$ cat config.mk
export PLATFORM = sky130hd
export DESIGN_NAME = otter_cu_fsm
export DESIGN_NICKNAME = d
export VERILOG_FILES = /design/src/rtl/otter_pkg.sv /design/src/rtl/otter_cu_decoder.sv /design/src/rtl/otter_cu_fsm.sv
export SDC_FILE = /design/constraint.sdc
export NUM_CORES = 1
export LEC_CHECK = 0
export ABC_AREA = 1
export BUFFER_PORTS_ARGS = -buffer_cell sky130_fd_sc_hd__buf_2
export CAP_MARGIN = 10
export CELL_PAD_IN_SITES_DETAIL_PLACEMENT = 0
export CELL_PAD_IN_SITES_GLOBAL_PLACEMENT = 1
export CORE_MARGIN = 5
export CORE_UTILIZATION = 30
export DETAILED_ROUTE_END_ITERATION = 10
export HOLD_SLACK_MARGIN = 0.05
export PLACE_DENSITY_LB_ADDON = 0.1
export SYNTH_ARGS = -nofsm -noshare
export SYNTH_HDL_FRONTEND = slang
export SYNTH_SLANG_ARGS = --single-unit
$ cat constraint.sdc
create_clock -name clk -period 2.25 [get_ports clk]
set_input_delay 0 -clock clk [delete_from_list [all_inputs] [get_ports clk]]
set_output_delay 0 -clock clk [all_outputs]
set_load 0.05 [all_outputs]
$ cat src/rtl/otter_pkg.sv
// otter_pkg: shared definitions for the OTTER multicycle control unit.
//   cu_state_t      - control-unit state encoding (3 bits, exposed on CU_STATE)
//   OPC_*           - RV32I major opcodes decoded in EXEC
//   FUNC3_MRET      - func3 of the SYSTEM instruction treated as mret
//   exec_strobes_t  - strobe set produced by the EXEC decoder
package otter_pkg;

    typedef enum logic [2:0] {
        ST_INIT  = 3'd0,
        ST_FETCH = 3'd1,
        ST_EXEC  = 3'd2,
        ST_WB    = 3'd3,
        ST_INTR  = 3'd4
    } cu_state_t;

    localparam logic [6:0] OPC_LOAD   = 7'b0000011;
    localparam logic [6:0] OPC_STORE  = 7'b0100011;
    localparam logic [6:0] OPC_BRANCH = 7'b1100011;
    localparam logic [6:0] OPC_LUI    = 7'b0110111;
    localparam logic [6:0] OPC_AUIPC  = 7'b0010111;
    localparam logic [6:0] OPC_JAL    = 7'b1101111;
    localparam logic [6:0] OPC_JALR   = 7'b1100111;
    localparam logic [6:0] OPC_OP     = 7'b0110011;
    localparam logic [6:0] OPC_OPIMM  = 7'b0010011;
    localparam logic [6:0] OPC_SYSTEM = 7'b1110011;

    localparam logic [2:0] FUNC3_MRET = 3'b000;

    typedef struct packed {
        logic pc_write;
        logic reg_write;
        logic mem_rden2;
        logic mem_we2;
        logic csr_we;
        logic mret;
        logic is_load;   // load needs a WB cycle, so PC is not advanced in EXEC
    } exec_strobes_t;

endpackage

$ cat src/rtl/otter_cu_decoder.sv
// otter_cu_decoder: purely combinational opcode/func3 -> EXEC strobe set.
//   opcode_i [6:0]  instruction[6:0]
//   func3_i  [2:0]  instruction[14:12]
//   strb_o          exec_strobes_t strobe set for the EXEC cycle
// Build option: OTTER_INTR_EN - when undefined, mret decodes as a NOP.
module otter_cu_decoder
    import otter_pkg::*;
(
    input  logic [6:0]    opcode_i,
    input  logic [2:0]    func3_i,
    output exec_strobes_t strb_o
);

    always_comb begin
        strb_o = '0;
        case (opcode_i)
            OPC_LOAD: begin
                strb_o.mem_rden2 = 1'b1;
                strb_o.is_load   = 1'b1;
            end
            OPC_STORE: begin
                strb_o.mem_we2  = 1'b1;
                strb_o.pc_write = 1'b1;
            end
            OPC_BRANCH: strb_o.pc_write = 1'b1;
            OPC_LUI, OPC_AUIPC, OPC_JAL, OPC_JALR, OPC_OP, OPC_OPIMM: begin
                strb_o.pc_write  = 1'b1;
                strb_o.reg_write = 1'b1;
            end
            OPC_SYSTEM: begin
                strb_o.pc_write = 1'b1;
                if (func3_i == FUNC3_MRET) begin
`ifdef OTTER_INTR_EN
                    strb_o.mret = 1'b1;
`endif
                end else begin
                    strb_o.csr_we    = 1'b1;
                    strb_o.reg_write = 1'b1;
                end
            end
            default: strb_o.pc_write = 1'b1;   // unknown opcodes retire as NOP
        endcase
    end

endmodule

$ cat src/rtl/otter_cu_fsm.sv
// otter_cu_fsm: multicycle control-unit FSM for the OTTER RV32I core.
//   clk, RST (sync, active-high)        clock / reset
//   CU_INTR, CU_MIE                      interrupt request (level) and mstatus.MIE
//   CU_OPCODE, CU_FUNC3                  current instruction fields
//   RST_OUT                              reset to PC / register file while in INIT
//   PC_WRITE, REG_WRITE, MEM_RDEN1/2,
//   MEM_WE2, CSR_WE, INT_TAKEN, MRET_EXEC  per-state strobes
//   CU_STATE                             current state (debug)
// Parameter: INIT_CYCLES (1..16) cycles spent in INIT.
// Build option: OTTER_INTR_EN - enables the pending latch and the INTR state.
module otter_cu_fsm
    import otter_pkg::*;
#(
    parameter int INIT_CYCLES = 1
) (
    input  logic       clk,
    input  logic       RST,
    input  logic       CU_INTR,
    input  logic       CU_MIE,
    input  logic [6:0] CU_OPCODE,
    input  logic [2:0] CU_FUNC3,
    output logic       RST_OUT,
    output logic       PC_WRITE,
    output logic       REG_WRITE,
    output logic       MEM_RDEN1,
    output logic       MEM_RDEN2,
    output logic       MEM_WE2,
    output logic       CSR_WE,
    output logic       INT_TAKEN,
    output logic       MRET_EXEC,
    output logic [2:0] CU_STATE
);

    localparam logic [3:0] INIT_LAST = 4'(INIT_CYCLES - 1);

    cu_state_t     state_q, state_d;
    logic [3:0]    init_cnt_q, init_cnt_d;
    exec_strobes_t dec;
    logic          mret_now;
    logic          take_intr;

    otter_cu_decoder u_dec (
        .opcode_i (CU_OPCODE),
        .func3_i  (CU_FUNC3),
        .strb_o   (dec)
    );

    assign mret_now = (state_q == ST_EXEC) && dec.mret;

`ifdef OTTER_INTR_EN
    logic pend_q, pend_d;

    // An mret retiring this cycle defers a pending interrupt by one instruction.
    assign take_intr = pend_q && CU_MIE && !mret_now;

    // Entering INTR services the request, so it wins over a new CU_INTR.
    always_comb begin
        pend_d = pend_q | CU_INTR;
        if (state_d == ST_INTR) pend_d = 1'b0;
    end

    always_ff @(posedge clk) begin
        if (RST) pend_q <= 1'b0;
        else     pend_q <= pend_d;
    end
`else
    logic unused_intr;
    assign unused_intr = ^{CU_INTR, CU_MIE, mret_now};
    assign take_intr   = 1'b0;
`endif

    always_comb begin
        state_d    = state_q;
        init_cnt_d = init_cnt_q;
        case (state_q)
            ST_INIT: begin
                if (init_cnt_q == INIT_LAST) begin
                    state_d    = ST_FETCH;
                    init_cnt_d = '0;
                end else begin
                    init_cnt_d = init_cnt_q + 4'd1;
                end
            end
            ST_FETCH: state_d = ST_EXEC;
            ST_EXEC: begin
                if (dec.is_load)     state_d = ST_WB;
                else if (take_intr)  state_d = ST_INTR;
                else                 state_d = ST_FETCH;
            end
            ST_WB:   state_d = take_intr ? ST_INTR : ST_FETCH;
            ST_INTR: state_d = ST_FETCH;
            default: state_d = ST_INIT;
        endcase
    end

    always_ff @(posedge clk) begin
        if (RST) begin
            state_q    <= ST_INIT;
            init_cnt_q <= '0;
        end else begin
            state_q    <= state_d;
            init_cnt_q <= init_cnt_d;
        end
    end

    always_comb begin
        RST_OUT   = 1'b0;
        PC_WRITE  = 1'b0;
        REG_WRITE = 1'b0;
        MEM_RDEN1 = 1'b0;
        MEM_RDEN2 = 1'b0;
        MEM_WE2   = 1'b0;
        CSR_WE    = 1'b0;
        INT_TAKEN = 1'b0;
        MRET_EXEC = 1'b0;
        case (state_q)
            ST_INIT:  RST_OUT   = 1'b1;
            ST_FETCH: MEM_RDEN1 = 1'b1;
            ST_EXEC: begin
                PC_WRITE  = dec.pc_write;
                REG_WRITE = dec.reg_write;
                MEM_RDEN2 = dec.mem_rden2;
                MEM_WE2   = dec.mem_we2;
                CSR_WE    = dec.csr_we;
                MRET_EXEC = dec.mret;
            end
            ST_WB: begin
                REG_WRITE = 1'b1;
                PC_WRITE  = 1'b1;
            end
            ST_INTR: begin
`ifdef OTTER_INTR_EN
                INT_TAKEN = 1'b1;
                PC_WRITE  = 1'b1;
`endif
            end
            default: ;
        endcase
        // A reset sampled this cycle must not let any architectural write land.
        if (RST) begin
            PC_WRITE  = 1'b0;
            REG_WRITE = 1'b0;
            MEM_WE2   = 1'b0;
            CSR_WE    = 1'b0;
            INT_TAKEN = 1'b0;
            MRET_EXEC = 1'b0;
        end
    end

    assign CU_STATE = state_q;

endmodule
* Yosys cells after proc, flatten, opt, wreduce, memory -nomap -nowiden
Cells that the tools add are included.
Word-level totals: memories 0, ROM bits 0, logic and storage cells 43, output and inout bits 12, register bits after elaboration 7, memory bits (writable) 0, bits in latches 0, input port bits 14
Operators by class: $lt $le $gt $ge 0, add/sub/neg operators 1, eq/ne operators 14, shifts and indexed selects 0, multiply operators 0, bitwise operators 0, multiplexer cells 21, reductions and logical operators 5, div/mod/pow operators 0
Operators with widths (number):
- == test 7 x 6 -> 1 bit, second input constant | 3
- == test 7 bit, second input constant | 3
- == test 7 x 5 -> 1 bit, second input constant | 2
- two-way mux 1 bit | 14
- case mux 3 bit (4 select lines) | 1
- == test 7 x 2 -> 1 bit, second input constant | 1
- == test 3 x 2 -> 1 bit, second input constant | 2
- logical NOT 3 bit | 2
- case mux 1 bit (2 select lines) | 3
- OR reduction 6 bit | 1
- adder 4 x 1 -> 4 bit, second input constant | 1
- logical NOT 4 bit | 1
- two-way mux 4 bit | 1
- == test 3 x 1 -> 1 bit, second input constant | 1
- == test 3 bit, second input constant | 1
- two-way mux 3 bit | 1
- two-way mux 2 bit | 1
- != test 2 bit, second input constant | 1
- OR reduction 2 bit | 1

* Logic depth before layout (Yosys ltp)
Gate-level depths: netlist of the first run.
word-level depth 5, gate-level depth with buffers 8

* By module
From an unflattened synthesis of the first run, not the netlist that was laid out.
Second synthesis, totals: cell total of the unflattened synthesis 87, area, all modules 496.7 um2
Modules (own cells, without submodules):
- otter_cu_fsm | cells each 56, times used 1, area each 359.1 um2
- otter_cu_decoder | cells each 31, times used 1, area each 137.6 um2

* Worst setup path after synthesis of the first run
OpenSTA, ideal clock, no wires.
kind flip-flop to output port, from reg state_q[0] (netlist: CU_STATE[0]), to out PC_WRITE, data required time 2.250 ns, arrival time 1.984 ns, buffers on the path 0, cell stages (with the launch flop) 5, slack 0.266 ns, path through dfxtp_1 > nor2_1 > nand3_1 > nor2_2 > nor3_1
On the way: longest elaborated chain between the ends 3
RTL lines:
- from (decl) | line otter_cu_fsm.sv:36 | cu_state_t state_q, state_d;
- from (signal assigned) | line otter_cu_fsm.sv:101 | state_q <= state_d;
- == test 3 x 2 -> 1 bit | line otter_cu_fsm.sv:116 | case (state_q)
- case mux 1 bit (2 select lines) (*) | line otter_cu_fsm.sv:116
- two-way mux 1 bit (*) | line otter_cu_fsm.sv:140 | if (RST) begin
- to (decl) | line otter_cu_fsm.sv:23 | output logic PC_WRITE,
Every way passes the cells marked *; elsewhere a longest branch is shown, timed or not.

* Worst setup path in the final report of the first run
from reg state_q[1] (netlist: CU_STATE[1]), to out MEM_WE2
On the way: longest elaborated chain between the ends 3
RTL lines:
- == test 3 x 2 -> 1 bit | line otter_cu_fsm.sv:116
- two-way mux 1 bit | line otter_cu_fsm.sv:116
- two-way mux 1 bit | line otter_cu_fsm.sv:140
- to (decl) | line otter_cu_fsm.sv:27 | output logic MEM_WE2,
No other way between the ends.

==> implementation parameters, run 1 <==
Parameter                              Value

Clock network
  Num CTS Buffers    3
  Clk pin slew, worst setup/hold paths    0.04 ns
  Number of gates resized after CTS    0
  TritonCTS clock tree    built
  Insertion delay to the later sink of the worst-skew pair    0.25 ns
  Clock net sink count    6
  Buffer levels on the longest clock path    2
  H-tree levels    1
  Clock root cell    sky130_fd_sc_hd__clkbuf_4

Yosys
  Cell types with the largest area share after synthesis    sky130_fd_sc_hd__dfxtp_1 24%, sky130_fd_sc_hd__nand2_1 10%, sky130_fd_sc_hd__nor2_1 9.6%, sky130_fd_sc_hd__inv_1 7.4%, sky130_fd_sc_hd__nand3_1 6.9%
  Most frequently used flop master after synthesis    sky130_fd_sc_hd__dfxtp_1
  Post-synth top area share    0.236
  Number of enable-type register cells in the synthesized netlist    0
  Flip-flop and latch count after synthesis    6
  Fraction of the yosys area taken by sequential cells    0.236
  Synthesis Warnings    0
  Number of instances in the synthesized netlist    80
  Synth Cell Area    about 510 um2
  Synthesized area per cell    6.37 um2
  Synth cell count leaders    14 x sky130_fd_sc_hd__nand2_1, 13 x sky130_fd_sc_hd__nor2_1, 10 x sky130_fd_sc_hd__inv_1
  Cell type with the largest total area after synthesis    sky130_fd_sc_hd__dfxtp_1
  Share of flip-flops with an asynchronous set or reset after synthesis    0
  Number of distinct library cell variants in the gate-level netlist after synthesis    21
  Top-count cell post-synth    sky130_fd_sc_hd__nand2_1

Global routing
  Global-route wire length before repair    ~1.9 mm
  Overflow after GRT    0
  Vias in the first global route    approximately 460
  Maximum number of pins on one net before global-route repair    9
  Number of antenna violations at the first check in global routing    0
  Overall Global Routing Usage    0.0950

Layout
  Fraction of layout instances using a drive strength above 1    0.412
  Fill cell total of the finished layout    174
  Area Growth Syn to Fin    26.0%
  Non-filler instance count after layout    118
  Layout Nets    120
  Ant diodes    0

Detailed routing
  Detailed Routing Iterations Pass 1    4
  Antenna Nets Post-Route    0
  Number of vias after detailed routing    between 500 and 600
  Iteration-0 DRC Markers    11
  Remaining DRCs    0
  Drt wl/cell    about 9.3 um
  Vias per Instance    about 4.3
  Total wire length    roughly 1.1 mm

Timing
  Worst Clk Skew    around 0.0084 ns
  Total negative slack    0 ns
  Setup repair after global routing missed its margin    no
  Clock period minus final worst setup slack    approximately 1.4 ns
  Highest achievable clock rate    between 700 and 800 MHz
  Final number of hold-violating endpoints    0
  Number of max-slew violations in the final report    0
  Final count of negative-setup-slack endpoints    0
  Fraction of the cycle the final worst path needs    0.604

Power
  Worst IR Drop VDD    between 0.6 and 0.7 mV
  Leakage power summed over all cells    0.347 nW
  Psw    roughly 0.35 mW
  Clock share of power    0.150
  Power density cells    1010 nW/um2
  Proportion of power drawn by combinational gates    0.596
  Internal Power    0.297 mW
  Share of power burned in registers    0.254
  Switching power share of the total    0.542

Placed design
  Gp weighted congestion    0.727
  Half-perimeter wire length after detailed placement    922 um
  Inst Count DP    114
  Number of buffers inserted by port buffering    20

Setup path
  Nature of the critical path endpoint    output pin
  Cell breakdown of the critical path    inv_1 -> nor2_2 -> nand2_1 -> nor4_2 -> buf_2
  Cell with the largest stage delay on the worst path    sky130_fd_sc_hd__dfxtp_1
  Critical Path RT    2.25 ns
  Delay contributed by the slowest stage of the critical path    roughly 0.42 ns
  Buf/Inv on CP    2
  Top delay family on crit path    flip-flops
  Highest net fanout along the worst path    5
  Classification of the worst setup path    reg -> out
  Data arrival time at the worst-slack endpoint    1.36 ns
  Kind of start point of the critical path    flip-flop

Die
  Area enclosed by the die boundary    2620 um2
  Count of standard-cell rows    14
  Top-level port count    26
  Vertical extent of the die    just over 50 um
  Placeable core region    1560 um2
  Starting utilization of the core area    0.327
  DIE WIDTH    51.2 um

Run
  Max-cap violation count    0

Worst hold path
  Type of the worst min-delay path    in -> reg

Run status
  Result of the run    finished clean
==> per-stage QoR <==
| stage | hold slack (ns) | util | setup slack (ns) | power, mW | cell area, um2 |
|---|---|---|---|---|---|
| 6_report | 0.190 | 0.412 | 0.892 | 0.649 | 642 |
| 5_1_grt | 0.251 | 0.412 | 0.735 | 0.703 | 642 |
| 4_1_cts | 0.189 | 0.412 | 0.865 | 0.658 | 642 |
| 3_5_place_dp | 0.300 | 0.391 | 1.13 | 0.555 | 609 |
| 3_3_place_gp | 0.301 | 0.391 | 1.12 | 0.555 | 609 |
| 2_1_floorplan | 0.105 | - | 0.266 | 0.479 | 517 |
==> layout by cell type, fill, tap and decap left out, drive strengths merged <==
master / n
dfxtp: 6
ha: 2
conb: 3
o21ai: 1
buf: 20
nor2: 17
nor4: 1
nor3: 2
a21oi: 2
dlygate4sd3: 1
clkbuf: 3
inv: 17
nand3: 7
nand2: 17
a211oi: 3
==> worst paths after layout <==
path	start	to	slack, ns	cells after the start
max	CU_STATE[1]	MEM_WE2	0.89	5
min	CU_OPCODE[5]	CU_STATE[1]	0.19	6
max reg2reg	init_cnt_q[0]	init_cnt_q[0]	1.20	5
min reg2reg	init_cnt_q[1]	init_cnt_q[1]	0.50	2
==> sequential cells by signal, indices dropped and copies added (netlist names) <==
signal and flops:
init_cnt_q 4, CU_STATE 2
==> power by group through the flow <==
stage	logic [mW]	clock network, mW	registers (mW)
2_1_floorplan	0.267	0	0.212
3_3_place_gp	0.385	0	0.169
3_5_place_dp	0.387	0	0.168
4_1_cts	0.390	0.102	0.166
5_1_grt	0.424	0.108	0.171
6_report	0.387	0.0975	0.165
==> worst min-delay path: stages <==
cell and delay (ns):
sky130_fd_sc_hd__buf_2 0.10, sky130_fd_sc_hd__nor2_1 0.04, sky130_fd_sc_hd__nand3_1 0.07, sky130_fd_sc_hd__nor2_2 0.04, sky130_fd_sc_hd__nand2_1 0.08, sky130_fd_sc_hd__a21oi_2 0.05
==> per-layer routing <==
layer	up-vias	GRT usage	part of all wire
met5	-	0	0
met4	0	0.0269	0
met3	0	0.0552	0.091
met2	17	0.129	0.39
met1	204	0.126	0.52
li1	284	-	-
==> cell type report <==
type	count	area, um2	area share
Clock buffer	3	22.5	0.0351
Inverter	17	63.8	0.0994
Multi-Input combinational cell	55	305	0.476
Sequential cell	6	120	0.187
Tap cell	16	20.0	0.0312
Timing Repair Buffer	21	110	0.172
==> logic make-up after synthesis <==
group / synth area share
and+or+nand+nor: 0.428
AOI/OAI and AO/OA: 0.101
adders and majority gates: 0.0491
buffers and inverters: 0.179
DFF: 0.236
other: 0.00736
==> what timing repair did <==
action,4_1_cts,5_1_grt
setup buffers,0,0
hold buffers,1,0
endpoints found under the setup margin,0,0
endpoints found under the hold margin,1,0
No activity file was read; power rests on OpenSTA's default activity.
==> run 2: changes to the inputs <==
--- a/config.mk
+++ b/config.mk
@@ -5,13 +5,13 @@
 export SDC_FILE = /design/constraint.sdc
 export NUM_CORES = 1
 export LEC_CHECK = 0
-export ABC_AREA = 1
+export ABC_AREA = 0
 export BUFFER_PORTS_ARGS = -buffer_cell sky130_fd_sc_hd__buf_2
 export CAP_MARGIN = 10
 export CELL_PAD_IN_SITES_DETAIL_PLACEMENT = 0
 export CELL_PAD_IN_SITES_GLOBAL_PLACEMENT = 1
 export CORE_MARGIN = 5
-export CORE_UTILIZATION = 30
+export CORE_UTILIZATION = 27
 export DETAILED_ROUTE_END_ITERATION = 10
 export HOLD_SLACK_MARGIN = 0.05
 export PLACE_DENSITY_LB_ADDON = 0.1
==> constraint.sdc (replaced) <==
create_clock -name clk -period 1.3 [get_ports clk]
set_input_delay 0 -clock clk [delete_from_list [all_inputs] [get_ports clk]]
set_output_delay 0 -clock clk [all_outputs]
set_load 0.05 [all_outputs]
==> run 2 against run 1 <==
  * The flow now finishes with violations (setup timing)
  * Sequential cell count unchanged
  * Register-to-register slack worse by 1.2 ns
  * Final cell count down 8.5%
  * Synthesized cell count down 26%
  * Wire length up 14%
  * Global-route usage up 0.79 points
  * Clock power up 94%
  * Die area down 1.2%
  * Sequential power up 16%
  * Count of clock-buffer cells in the layout up 1
  * Clock skew down 0.0053 ns
  * Total power down 11%
  * Critical path type unchanged
  * Highest routed layer is now met4
==> implementation parameters, run 2 <==
Parameter                              Value

Timing
  Fraction of the cycle the final worst path needs    1.04
  Clock period minus final worst setup slack    1.35 ns
  Setup repair after global routing missed its margin    yes
  Final number of hold-violating endpoints    0 (unchanged)
  Highest achievable clock rate    739 MHz
  Final count of negative-setup-slack endpoints    3 (+3)
  Worst Clk Skew    0.00311 ns (-0.00528 ns)
  Worst Setup Slack, final    -0.0535 ns (-0.945 ns)
  Number of max-slew violations in the final report    0 (unchanged)
  Total negative slack    -0.113 ns (-0.113 ns)

Global routing
  Met3 usage    0.0436 (-0.0116)
  Maximum number of pins on one net before global-route repair    7 (-2)
  Vias in the first global route    483 (+5.9%)
  Overflow after GRT    0 (unchanged)
  M1 GR Usage    0.132 (+0.00570)
  Overall Global Routing Usage    0.103 (+0.00794)
  Global-route track usage on met2    0.153 (+0.0241)
  Global-route wire length before repair    2.10 mm (+13%)
  Busiest metal layer after global routing    met2
  Number of antenna violations at the first check in global routing    0 (unchanged)

Die
  Starting utilization of the core area    0.293 (-0.0336)
  Count of standard-cell rows    14 (unchanged)
  Vertical extent of the die    50.9 um (-0.59%)
  Area enclosed by the die boundary    2590 um2 (-1.2%)
  Top-level port count    26 (unchanged)
  DIE WIDTH    50.9 um (-0.59%)
  Placeable core region    1540 um2 (-1.1%)

Layout
  Fill cell total of the finished layout    174 (unchanged)
  Fraction of layout instances using a drive strength above 1    0.522 (+0.110)
  Non-filler instance count after layout    108 (-8.5%)
  Largest Register    init_cnt_q
  Ant diodes    0 (unchanged)
  Highest-count cells in the layout ignoring fill and taps    13 x sky130_fd_sc_hd__buf_2, 10 x sky130_fd_sc_hd__buf_4, 7 x sky130_fd_sc_hd__buf_6, 6 x sky130_fd_sc_hd__inv_1, 6 x sky130_fd_sc_hd__nand2_1
  Area Growth Syn to Fin    69.5%
  Layout Nets    109 (-9.2%)
  Most common cell after layout, fill and taps aside    sky130_fd_sc_hd__buf_2
  End-of-flow core utilization    0.497 (+0.0850)
  Multi-input combinational cell area    330 um2 (+8.2%)
  Flip-flop count of the largest register after layout    4 (unchanged)
  Storage cell area    130 um2 (+8.3%)

Worst hold path
  Type of the worst min-delay path    in -> reg
  Hold-critical path depth    3 (-3)
  Hold Path Origin    RST
  Capture endpoint of the worst hold path    CU_STATE[1]

Placed design
  Gp weighted congestion    0.769 (+5.7%)
  Inst Count DP    101 (-11%)
  Number of buffers inserted by port buffering    20 (unchanged)
  Half-perimeter wire length after detailed placement    963 um (+4.5%)
  Worst slack at placement    -0.0781 ns (-1.21 ns)

Yosys
  Number of distinct library cell variants in the gate-level netlist after synthesis    28 (+33%)
  Post-synth top area share    0.266 (+0.0301)
  Fraction of the yosys area taken by sequential cells    0.266 (+0.0301)
  Cell type with the largest total area after synthesis    sky130_fd_sc_hd__dfxtp_1
  Number of enable-type register cells in the synthesized netlist    0 (unchanged)
  Flip-flop and latch count after synthesis    6 (unchanged)
  Number of instances in the synthesized netlist    59 (-26%)
  Synth cell count leaders    7 x sky130_fd_sc_hd__inv_1, 7 x sky130_fd_sc_hd__nand2_1, 6 x sky130_fd_sc_hd__dfxtp_1
  Synthesis Warnings    0 (unchanged)
  Most frequently used flop master after synthesis    sky130_fd_sc_hd__dfxtp_1
  Synthesized area per cell    7.66 um2 (+20%)
  Share of flip-flops with an asynchronous set or reset after synthesis    0 (unchanged)
  Synth Cell Area    452 um2 (-11%)
  Cell types with the largest area share after synthesis    sky130_fd_sc_hd__dfxtp_1 27%, sky130_fd_sc_hd__inv_1 5.8%, sky130_fd_sc_hd__nand2_1 5.8%, sky130_fd_sc_hd__a21oi_1 5.5%, sky130_fd_sc_hd__ha_1 5.5%

Setup path
  Highest net fanout along the worst path    5 (unchanged)
  Nature of the critical path endpoint    output pin
  Worst R2R Start    init_cnt_q[1]
  FF-to-FF End    init_cnt_q[2]
  Cell with the largest stage delay on the worst path    sky130_fd_sc_hd__dfxtp_4
  Cell breakdown of the critical path    and4b_2 -> nand2_2 -> nor4_4 -> buf_6
  Depth of the worst register-to-register path    5 (unchanged)
  Delay contributed by the slowest stage of the critical path    0.35 ns (-0.07 ns)
  Worst reg2reg setup slack    -0.04 ns (-1.24 ns)
  Data arrival time at the worst-slack endpoint    1.35 ns (about the same)
  Critical Path RT    1.30 ns (-0.95 ns)
  Classification of the worst setup path    reg -> out
  Kind of start point of the critical path    flip-flop
  Source of the critical timing path    CU_STATE[1]

Detailed routing
  Antenna Nets Post-Route    0 (unchanged)
  Drt wl/cell    11.6 um (+24%)
  Remaining DRCs    0 (unchanged)
  Vias per Instance    4.77 (+11%)
  Total wire length    1.25 mm (+14%)
  Detailed Routing Iterations Pass 1    4 (unchanged)
  Number of vias after detailed routing    515 (+2.0%)
  Iteration-0 DRC Markers    11 (unchanged)

Clock network
  TritonCTS clock tree    built
  Buffer levels on the longest clock path    2 (unchanged)
  Clk pin slew, worst setup/hold paths    0.05 ns (about the same)
  H-tree levels    1 (unchanged)
  Num CTS Buffers    3 (unchanged)
  Clock root cell    sky130_fd_sc_hd__clkbuf_4
  Insertion delay to the later sink of the worst-skew pair    0.24 ns (about the same)
  Clock net sink count    6 (unchanged)

Power
  Power density cells    752 nW/um2 (-26%)
  Tot Pwr    0.576 mW (-11%)
  Leakage power summed over all cells    0.334 nW (-3.9%)
  Worst IR Drop VDD    0.619 mV (+1.5%)

Run
  Max-cap violation count    0 (unchanged)

Run status
  Result of the run    finished, violations left
  Violated checks    setup timing
==> run 2: cell types whose count changed in the layout (fill, tap and decap cells not counted), sizes merged, moves of 6 or more <==
cell   previous run  this run
nand2            17         7
nor2             17         2
inv              17         6
buf              20        30
nand3             7         1
==> run 2: worst max path at each step <==
stage / cells past startpoint / to
CTS: 4 / REG_WRITE
finish: 4 / CSR_WE
floorplan: 3 / REG_WRITE
global route: 4 / REG_WRITE
global placement: 5 / MEM_RDEN2
detailed placement: 5 / init_cnt_q[2]
==> run 2: metal layers <==
| layer | share of wire | vias to the layer above | routed length, um |
|---|---|---|---|
| met5 | 0 | - | 0 |
| met4 | 0.0048 | 0 | 6 |
| met3 | 0.079 | 2 | 99 |
| met2 | 0.47 | 13 | 583 |
| met1 | 0.45 | 235 | 559 |
| li1 | - | 265 | - |
==> run 2: stage by stage <==
step | hold slack (ns) | instance area, um2
6_report | 0.0812 | 766
5_1_grt | 0.0795 | 766
4_1_cts | 0.0727 | 752
3_5_place_dp | 0.282 | 656
3_3_place_gp | 0.280 | 656
2_1_floorplan | 0.0627 | 509
==> run 2: where the power goes <==
group / switching, mW / internal [mW]
Clock: 0.0728 / 0.117
Sequential: 0.00385 / 0.189
Combinational: 0.127 / 0.0670
Total: 0.204 / 0.372
==> run 2: critical path, delay by kind of cell, from the launching register on <==
family                 cells  cell delay, ns
buffers and inverters      1            0.19
DFF                        1            0.35
and+or+nand+nor            3            0.57
==> run 2: area by class of cell <==
class	count	area share
Sequential cell	6	0.170
Multi-Input combinational cell	44	0.431
Inverter	7	0.0392
Clock buffer	4	0.0343
Timing Repair Buffer	31	0.299
Tap cell	16	0.0261
==> run 2: cells by family after synthesis <==
| logic type | after synthesis | synth area share |
|---|---|---|
| and+or+nand+nor | 28 | 0.391 |
| AOI/OAI and AO/OA | 11 | 0.147 |
| buffers and inverters | 11 | 0.133 |
| DFF | 6 | 0.266 |
| adders and majority gates | 2 | 0.0554 |
| other | 1 | 0.00830 |
==> run 2: timing repair <==
item	4_1_cts	5_1_grt
buffers inserted	2	0
hold buffers	1	0
hold endpoints to repair	5	0
pin swaps	1	1
setup endpoints to repair	7	7
gates resized for setup	14	4
